--- src/rtl/jtag_tap_controller_if.sv ---
// rtl/jtag_tap_controller_if.sv - TAP pins, DR-stage handshake and decoded status bundle
interface jtag_tap_controller_if #(
    parameter int IR_WIDTH = 9
);
    logic                tms;
    logic                tdi;
    logic                dr_tdo;
    logic                tdo;
    logic                state_cdr;
    logic                state_sdr;
    logic                state_udr;
    logic                state_tlr;
    logic [IR_WIDTH-1:0] ir;

    modport master (
        output tms, tdi, dr_tdo,
        input  tdo, state_cdr, state_sdr, state_udr, state_tlr, ir
    );

    modport slave (
        input  tms, tdi, dr_tdo,
        output tdo, state_cdr, state_sdr, state_udr, state_tlr, ir
    );
endinterface

--- src/rtl/jtag_tap_controller.sv ---
// rtl/jtag_tap_controller.sv - IEEE 1149.1 TAP state machine with instruction register
module jtag_tap_controller #(
    parameter int                  IR_WIDTH       = 9,
    parameter logic [IR_WIDTH-1:0] IR_RESET_VALUE = {IR_WIDTH{1'b1}}
) (
    input  logic                  clk,
    input  logic                  rst_n,
    jtag_tap_controller_if.slave  jtag
);

    typedef enum logic [3:0] {
        TLR, RTI,
        SEL_DR, CAP_DR, SH_DR, EX1_DR, PAUSE_DR, EX2_DR, UPD_DR,
        SEL_IR, CAP_IR, SH_IR, EX1_IR, PAUSE_IR, EX2_IR, UPD_IR
    } tap_state_t;

    tap_state_t          state;
    tap_state_t          next_state;
    logic [IR_WIDTH-1:0] ir_shift;

    always_ff @(posedge clk or negedge rst_n) begin
        if (!rst_n) begin
            state <= TLR;
        end else begin
            state <= next_state;
        end
    end

    always_comb begin
        next_state = TLR;
        case (state)
            TLR:      next_state = jtag.tms ? TLR      : RTI;
            RTI:      next_state = jtag.tms ? SEL_DR   : RTI;
            SEL_DR:   next_state = jtag.tms ? SEL_IR   : CAP_DR;
            CAP_DR:   next_state = jtag.tms ? EX1_DR   : SH_DR;
            SH_DR:    next_state = jtag.tms ? EX1_DR   : SH_DR;
            EX1_DR:   next_state = jtag.tms ? UPD_DR   : PAUSE_DR;
            PAUSE_DR: next_state = jtag.tms ? EX2_DR   : PAUSE_DR;
            EX2_DR:   next_state = jtag.tms ? UPD_DR   : SH_DR;
            UPD_DR:   next_state = jtag.tms ? SEL_DR   : RTI;
            SEL_IR:   next_state = jtag.tms ? TLR      : CAP_IR;
            CAP_IR:   next_state = jtag.tms ? EX1_IR   : SH_IR;
            SH_IR:    next_state = jtag.tms ? EX1_IR   : SH_IR;
            EX1_IR:   next_state = jtag.tms ? UPD_IR   : PAUSE_IR;
            PAUSE_IR: next_state = jtag.tms ? EX2_IR   : PAUSE_IR;
            EX2_IR:   next_state = jtag.tms ? UPD_IR   : SH_IR;
            UPD_IR:   next_state = jtag.tms ? SEL_DR   : RTI;
            default:  next_state = TLR;
        endcase
    end

    // Strobes decode the registered state so a DR stage sampling on the same edge acts once per visit.
    always_comb begin
        jtag.state_cdr = (state == CAP_DR);
        jtag.state_sdr = (state == SH_DR);
        jtag.state_udr = (state == UPD_DR);
        jtag.state_tlr = (state == TLR);
        jtag.tdo       = 1'b0;
        if (state == SH_IR) begin
            jtag.tdo = ir_shift[0];
        end else if (state == SH_DR) begin
            jtag.tdo = jtag.dr_tdo;
        end
    end

    always_ff @(posedge clk or negedge rst_n) begin
        if (!rst_n) begin
            ir_shift <= '0;
        end else if (state == CAP_IR) begin
            ir_shift <= {{(IR_WIDTH-1){1'b0}}, 1'b1};
        end else if (state == SH_IR) begin
            ir_shift <= {jtag.tdi, ir_shift[IR_WIDTH-1:1]};
        end
    end

    always_ff @(posedge clk or negedge rst_n) begin
        if (!rst_n) begin
            jtag.ir <= IR_RESET_VALUE;
        end else if (state == TLR) begin
            jtag.ir <= IR_RESET_VALUE;
        end else if (state == UPD_IR) begin
            jtag.ir <= ir_shift;
        end
    end

endmodule

--- src/flat_wrapper.sv ---
// flat-port wrapper written by rule: the top's interface ports become plain ports
module jtag_tap_controller_flat 
#(
    parameter int                  IR_WIDTH       = 9,
    parameter logic [IR_WIDTH-1:0] IR_RESET_VALUE = {IR_WIDTH{1'b1}}
)
  (clk, rst_n, jtag_tms, jtag_tdi, jtag_dr_tdo, jtag_tdo, jtag_state_cdr, jtag_state_sdr, jtag_state_udr, jtag_state_tlr, jtag_ir);
  jtag_tap_controller_if #(.IR_WIDTH(IR_WIDTH)) jtag_i ();
  input  logic clk;
  input  logic rst_n;
  input wire logic [$bits(jtag_i.tms)-1:0] jtag_tms;
  input wire logic [$bits(jtag_i.tdi)-1:0] jtag_tdi;
  input wire logic [$bits(jtag_i.dr_tdo)-1:0] jtag_dr_tdo;
  output wire logic [$bits(jtag_i.tdo)-1:0] jtag_tdo;
  output wire logic [$bits(jtag_i.state_cdr)-1:0] jtag_state_cdr;
  output wire logic [$bits(jtag_i.state_sdr)-1:0] jtag_state_sdr;
  output wire logic [$bits(jtag_i.state_udr)-1:0] jtag_state_udr;
  output wire logic [$bits(jtag_i.state_tlr)-1:0] jtag_state_tlr;
  output wire logic [$bits(jtag_i.ir)-1:0] jtag_ir;
  assign jtag_i.tms = jtag_tms;
  assign jtag_i.tdi = jtag_tdi;
  assign jtag_i.dr_tdo = jtag_dr_tdo;
  assign jtag_tdo = jtag_i.tdo;
  assign jtag_state_cdr = jtag_i.state_cdr;
  assign jtag_state_sdr = jtag_i.state_sdr;
  assign jtag_state_udr = jtag_i.state_udr;
  assign jtag_state_tlr = jtag_i.state_tlr;
  assign jtag_ir = jtag_i.ir;
  jtag_tap_controller #(.IR_WIDTH(IR_WIDTH), .IR_RESET_VALUE(IR_RESET_VALUE)) u_core (.clk(clk), .rst_n(rst_n), .jtag(jtag_i));
endmodule
--- config.mk ---
export PLATFORM = sky130hd
export DESIGN_NAME = jtag_tap_controller_flat
export DESIGN_NICKNAME = d
export VERILOG_FILES = /design/src/rtl/jtag_tap_controller_if.sv /design/src/rtl/jtag_tap_controller.sv /design/src/flat_wrapper.sv
export SDC_FILE = /design/constraint.sdc
export NUM_CORES = 1
export LEC_CHECK = 0
export ABC_AREA = 0
export CELL_PAD_IN_SITES_DETAIL_PLACEMENT = 1
export CELL_PAD_IN_SITES_GLOBAL_PLACEMENT = 1
export CORE_MARGIN = 1
export CORE_UTILIZATION = 37
export DETAILED_ROUTE_END_ITERATION = 16
export HOLD_SLACK_MARGIN = 0.1
export PLACE_DENSITY = 0.74
export SLEW_MARGIN = 0
export SYNTH_ARGS = -nofsm -noshare
export SYNTH_HDL_FRONTEND = slang
export SYNTH_SLANG_ARGS = --single-unit
--- constraint.sdc ---
create_clock -name clk -period 1.2 [get_ports clk]
set_clock_uncertainty 0.05 [all_clocks]
set_input_delay 0.36 -clock clk [delete_from_list [all_inputs] [get_ports clk]]
set_output_delay 0.36 -clock clk [all_outputs]
set_load 0.02 [all_outputs]
==> summary.txt, run 1 <==
status: complete, but fails checks
failing checks: negative setup slack
dpl cells: 204
DR top layer: met4
RSZ-0062 raised after global routing: yes
Die Ht: 60.18 um
Root Buffer: clkbuf_4
syn_area_per_cell: 9.785 um2
# IOs: 19
dpl hpwl: 2.279 mm
Worst slew margin: 61.16%
Cells after Synth: 128
top_reg_cell synth: dfrtp_1
drc violations: 0
Sw Ratio: 44.27%
Area Overhead vs Synth: 85.91%
H-tree depth: 1
Synth cell types: 39
post-synthesis sequential area ratio: 44.86%
post-synthesis register bit count: 22
leading cell type in the layout, fill and taps excluded: buf_4
Total GRT Usage: 31.91%
Total Wirelength: 5.964 mm
maxcap violations: 0
crit end category: primary output
Hold WC Path Type: in2async
Finished Layout Cells: 231
worst-path fanout max: 4
Ys Warns: 0
layout cells sized above 1: 71.66%
Slew Limit Fails: 0
clock-pin slew on the worst setup and hold paths: 0.14 ns
pwr/cell area: 2969 nW/um2
required time worst endpoint: 0.79 ns
site row count: 20
Mapped Area: 1252 um2
number of synthesized flops with an enable pin: 0
Core ar.: 3128 um2
CTS max path bufs: 2
PnR worst setup slack: -0.6086 ns
Skew-Pair Late Insertion Delay: 0.34 ns
Internal: 3.852 mW
# diodes: 0
Final period util: 150.7%
antenna-violating nets left: 0
worst slew pin tran: 0.5817 ns
DR WL/cell: 25.82 um
vias in the first global route: 1443
CTS tree: done
sequential power share: 20.0%
min cycle time layout: 1.809 ns
Fmax: 0.5529 GHz
full die area: 3622 um2
Pleak: 1.044 nW
first-pass GRT wire length: 7.983 mm
most frequent cells in the layout: buf_4 (25), buf_6 (21), o21ai_2 (14), dfrtp_1 (12), nor2_1 (11)
WL met2: 3.143 mm
worst vdd ir: 1.888 mV
Initial DRT Pass Iterations: 4
Setup Crit Path Kind: reg2out
routed length on met3: 178 um
WL met1: 2.481 mm
antenna violations before repair: 0
clock sinks: 22
Clock Power Share: 8.6%
largest net degree at the start of global routing: 23
total CTS buffers: 3
Die W: 60.18 um
combinational share of power: 71.3%
NumNets Final: 193
PortBufs: 18
final core occ: 74.44%
Async SR Flop Fraction: 100.0%
sw power: 3.060 mW
drt first-iter violations: 85
gpl congestion: 0.8053
Vias: 1343
drt via density: 5.814
Hold Vio Cnt, Final: 0
Starting Density: 40.04%
CP Launch Type: flop
Reg2Reg Depth: 7
final setup violation count: 36
grt total ovfl: 0
Net Count, Synth: 133
CP arrival: 1.40 ns
per-stage QoR:
stage	cell area [um2]	total power, mW	setup WS, ns	hold slack, ns	setup TNS (ns)
final	2328	6.912	-0.6086	0.3140	-11.29
after detailed placement	1638	3.868	-0.7999	0.4560	-10.88
after CTS	2117	5.889	-0.5734	0.3076	-8.207
after global routing	2328	7.125	-0.6297	0.3216	-12.11
after global placement	1638	3.749	-0.7982	0.4465	-9.978
after floorplan	1318	3.045	-0.3325	0.01441	-1.175
worst max-delay path, cell delays in order, from the launching register on:
cell	delay (ns)
dfrtp_1	0.45
buf_6	0.16
nor4_4	0.27
buf_4	0.19
cell usage after synthesis (2+ instances only):
cell type  instances  area share (%)
nand2b_1           2             1.0
o21ai_0            6             2.4
nor2b_1            2             1.0
nor4_1             2             1.0
dfrtp_1           13              26
buf_4              2             1.2
dfstp_2            9              19
inv_1              2            0.60
a31oi_1            2             1.0
buf_6              7             6.3
nand2_1           19             5.7
a21oi_1            4             1.6
o2bb2ai_1          2             1.4
nor2_1            12             3.6
o21ai_1           12             4.8
a22oi_1            9             5.4
layer usage:
metal | vias up | GRT usage (%)
met1 | 693 | 36.89
met5 | - | 0
met3 | 14 | 8.442
met2 | 46 | 53.53
met4 | 0 | 16.61
li1 | 590 | -
registers in the layout (all words and copies together) (netlist names):
register,count
u_core.jtag.ir,9
u_core.ir_shift,9
u_core.state,4
what timing repair did:
action,CTS,global route
gates resized for setup,134,52
endpoints found under the setup margin,36,36
buffers inserted,11,7
hold buffers,0,0
pin swaps,19,10
cloned,7,1
area by class of cell:
cell class | count | area, um2
Timing Repair Buffer | 62 | 701.9
Multi-Input combinational cell | 97 | 948.4
Clock buffer | 3 | 22.52
Fill cell | 284 | 799.5
Clock inverter | 1 | 30.03
Sequential cell | 22 | 563.0
Inverter | 2 | 7.507
Tap cell | 44 | 55.05
power by group through the flow:
stage	logic [mW]	clock network [mW]	registers (mW)
after floorplan	1.68	0	1.36
after global placement	2.50	0	1.25
after detailed placement	2.60	0	1.27
after CTS	3.99	0.597	1.30
after global routing	5.11	0.618	1.39
final	4.93	0.596	1.38
final timing paths:
kind	from	slack, ns	end
max in group asynchronous	rst_n	0.54	u_core.jtag.ir[8]$_DFFE_PN1P_
worst min-delay path	rst_n	0.31	u_core.ir_shift[0]$_DFFE_PN0N_
worst max-delay path	u_core.state[0]$_DFF_PN0_	-0.61	jtag_state_tlr
worst max register to register	u_core.state[0]$_DFF_PN0_	-0.45	u_core.state[1]$_DFF_PN0_
worst min register to register	u_core.ir_shift[1]$_DFFE_PN0N_	0.55	u_core.jtag.ir[1]$_DFFE_PN1P_
min in group clk	u_core.ir_shift[1]$_DFFE_PN0N_	0.55	u_core.jtag.ir[1]$_DFFE_PN1P_
logic make-up after synthesis:
family | after synthesis | synth area share [%]
buffers and inverters | 14 | 10.39
xor gates and xnor gates | 1 | 0.6994
AOI/OAI and AO/OA | 42 | 21.28
DFF | 22 | 44.86
and+or+nand+nor | 49 | 22.78
(Power assumes the default switching activity.)
==> run 2, diff against run 1 <==
--- a/config.mk
+++ b/config.mk
@@ -9,10 +9,11 @@
 export CELL_PAD_IN_SITES_DETAIL_PLACEMENT = 1
 export CELL_PAD_IN_SITES_GLOBAL_PLACEMENT = 1
 export CORE_MARGIN = 1
-export CORE_UTILIZATION = 37
+export CORE_UTILIZATION = 39
 export DETAILED_ROUTE_END_ITERATION = 16
+export DONT_BUFFER_PORTS = 1
 export HOLD_SLACK_MARGIN = 0.1
-export PLACE_DENSITY = 0.74
+export PLACE_DENSITY = 0.67
 export SLEW_MARGIN = 0
 export SYNTH_ARGS = -nofsm -noshare
 export SYNTH_HDL_FRONTEND = slang
==> run 2 against run 1 <==
The run still ends with negative setup slack left. Sequential cell count unchanged. Worst hold slack got worse by 0.19 ns. Clock power decreased by 2%.
==> summary.txt, run 2 (synthesis gave the netlist of run 1 again) <==
setup_tns: -9.218 ns (+2.070 ns)
CTS max path bufs: 2 (unchanged)
antenna-violating nets left: 0 (unchanged)
first-pass GRT wire length: 5.816 mm (-27%)
DR top layer: met4
DR WL/cell: 19.01 um (-26%)
maxcap violations: 0 (unchanged)
dpl hpwl: 2.058 mm (-9.7%)
Slew Limit Fails: 0 (unchanged)
Final period util: 143.4% (-7.3 points)
post-route cell area: 1742 um2 (-25%)
vias in the first global route: 1128 (-22%)
leading cell type in the layout, fill and taps excluded: buf_4
Hold WC Path Type: in2reg
Total GRT Usage: 22.89% (-9.0 points)
top flop regs: u_core.ir_shift: 9 flops, u_core.jtag.ir: 9 flops, u_core.state: 4 flops
Die Ht: 58.67 um (-2.5%)
Initial DRT Pass Iterations: 3 (-1)
final core occ: 57.05% (-17 points)
worst slew pin tran: 1.024 ns (+0.4422 ns)
WL met2: 1.925 mm (-39%)
status: complete, but fails checks
grt total ovfl: 0 (unchanged)
Pleak: 0.7496 nW (-28%)
worst vdd ir: 1.573 mV (-17%)
Worst slew margin: 31.74% (-29 points)
Clock Power Share: 11.6% (+3.0 points)
Vias: 1074 (-20%)
Setup Crit Path Kind: reg2out
RSZ-0062 raised after global routing: yes
worst-path fanout max: 4 (unchanged)
largest net degree at the start of global routing: 25 (+8.7%)
Core ar.: 3053 um2 (-2.4%)
routed length on met3: 97 um (-46%)
PnR worst setup slack: -0.5206 ns (+0.08798 ns)
Sw Ratio: 43.10% (-1.2 points)
gpl congestion: 0.8247 (+2.4%)
final setup violation count: 36 (unchanged)
Root Buffer: clkbuf_4
crit end category: primary output
min cycle time layout: 1.721 ns (-0.08798 ns)
antenna violations before repair: 0 (unchanged)
combinational share of power: 58.4% (-13 points)
Starting Density: 41.02% (+0.98 points)
most frequent cells in the layout: buf_4 (15), nand2_1 (14), o21ai_1 (13), nor2_1 (11), dfrtp_1 (10)
sw power: 2.175 mW (-29%)
NumNets Final: 156 (-19%)
Internal: 2.871 mW (-25%)
CP Launch Type: flop
PortBufs: 0 (-18)
drt via density: 5.536 (-4.8%)
H-tree depth: 1 (unchanged)
WL met1: 1.599 mm (-36%)
CTS tree: done
layout cells sized above 1: 50.67% (-21 points)
# IOs: 19 (unchanged)
sequential power share: 30.0% (+10 points)
CP arrival: 1.31 ns (-0.09 ns)
pwr/cell area: 2897 nW/um2 (-2.4%)
drt first-iter violations: 23 (-73%)
clock sinks: 22 (unchanged)
Total Wirelength: 3.688 mm (-38%)
Skew-Pair Late Insertion Delay: 0.32 ns (-0.02 ns)
required time worst endpoint: 0.79 ns (about the same)
Hold Vio Cnt, Final: 0 (unchanged)
# fillers: 355 (+25%)
clock-pin slew on the worst setup and hold paths: 0.13 ns (about the same)
site row count: 20 (unchanged)
Area Overhead vs Synth: 39.06%
total CTS buffers: 3 (unchanged)
full die area: 3442 um2 (-5.0%)
# diodes: 0 (unchanged)
Die W: 58.67 um (-2.5%)
drc violations: 0 (unchanged)
failing checks: negative setup slack
Post-DP Area: 1403 um2 (-14%)
Fmax: 0.5812 GHz (+5.1%)
-- run 2: changes by cell type in the layout (fill, tap and decap cells not counted), sizes merged --
cell,change
clkbuf,-1
and4,-1
buf,-32
clkdlybuf4s50,-3
dlymetal6s2s,-1
dlygate4sd3,+1
dlymetal6s4s,+1
nand3,-1
-- run 2: layer usage --
metal / up-vias / track usage (%)
li1: 509 / -
met1: 538 / 28.47
met2: 21 / 41.05
met3: 6 / 3.736
met4: 0 / 6.122
met5: - / 0
-- run 2: stage by stage --
stage | setup slack, ns | hold WS [ns] | instances | total power [mW]
final | -0.5206 | 0.1261 | 194 | 5.046
after global routing | -0.5568 | 0.1116 | 194 | 5.339
after CTS | -0.5228 | 0.1124 | 193 | 4.726
after detailed placement | -0.3057 | 0.01496 | 177 | 3.534
after global placement | -0.2127 | 0.01490 | 177 | 3.442
after floorplan | -0.3325 | 0.01441 | 128 | 3.045
-- run 2: what timing repair did --
item / CTS / global route
resized for setup: 25 / 22
endpoints found under the setup margin: 36 / 58
hold buffers: 2 / 0
setup buffers: 6 / 2
pin swaps: 17 / 5
gates cloned: 4 / 0
hold endpoints to repair: 23 / 0
-- run 2: final timing paths --
kind / depth (start not counted) / start / to / slack, ns
min in group asynchronous: 1 / rst_n / u_core.ir_shift[3]$_DFFE_PN0N_ / 0.22
max in group asynchronous: 1 / rst_n / u_core.state[0]$_DFF_PN0_ / 0.20
setup / recovery: 3 / u_core.state[2]$_DFF_PN0_ / jtag_state_udr / -0.52
hold reg to reg: 2 / u_core.ir_shift[7]$_DFFE_PN0N_ / u_core.ir_shift[7]$_DFFE_PN0N_ / 0.50
hold / removal: 2 / jtag_tdi / u_core.ir_shift[8]$_DFFE_PN0N_ / 0.13
setup reg to reg: 6 / u_core.state[1]$_DFF_PN0_ / u_core.state[0]$_DFF_PN0_ / -0.35
-- run 2: layout make-up --
type | instances | area (um2) | area share (%)
repair buffers | 27 | 277.8 | 15.95
clock inverters | 1 | 30.03 | 1.724
inverters | 2 | 7.507 | 0.4310
flip-flops and latches | 22 | 565.5 | 32.47
well taps | 44 | 55.05 | 3.161
multi-input cells | 95 | 783.3 | 44.97
clock buffers | 3 | 22.52 | 1.293
-- run 2: power by group through the flow --
stage / sequential (mW) / clock, mW / combinational, mW
floorplan: 1.36 / 0 / 1.68
global placement: 1.49 / 0 / 1.95
detailed placement: 1.52 / 0 / 2.02
CTS: 1.50 / 0.602 / 2.63
global route: 1.56 / 0.620 / 3.16
finish: 1.51 / 0.586 / 2.95
-- run 2: critical path, cell delays in order, from the launching register on --
cell and delay, ns:
dfrtp_2 0.47, buf_12 0.15, nor4_4 0.19, buf_4 0.18
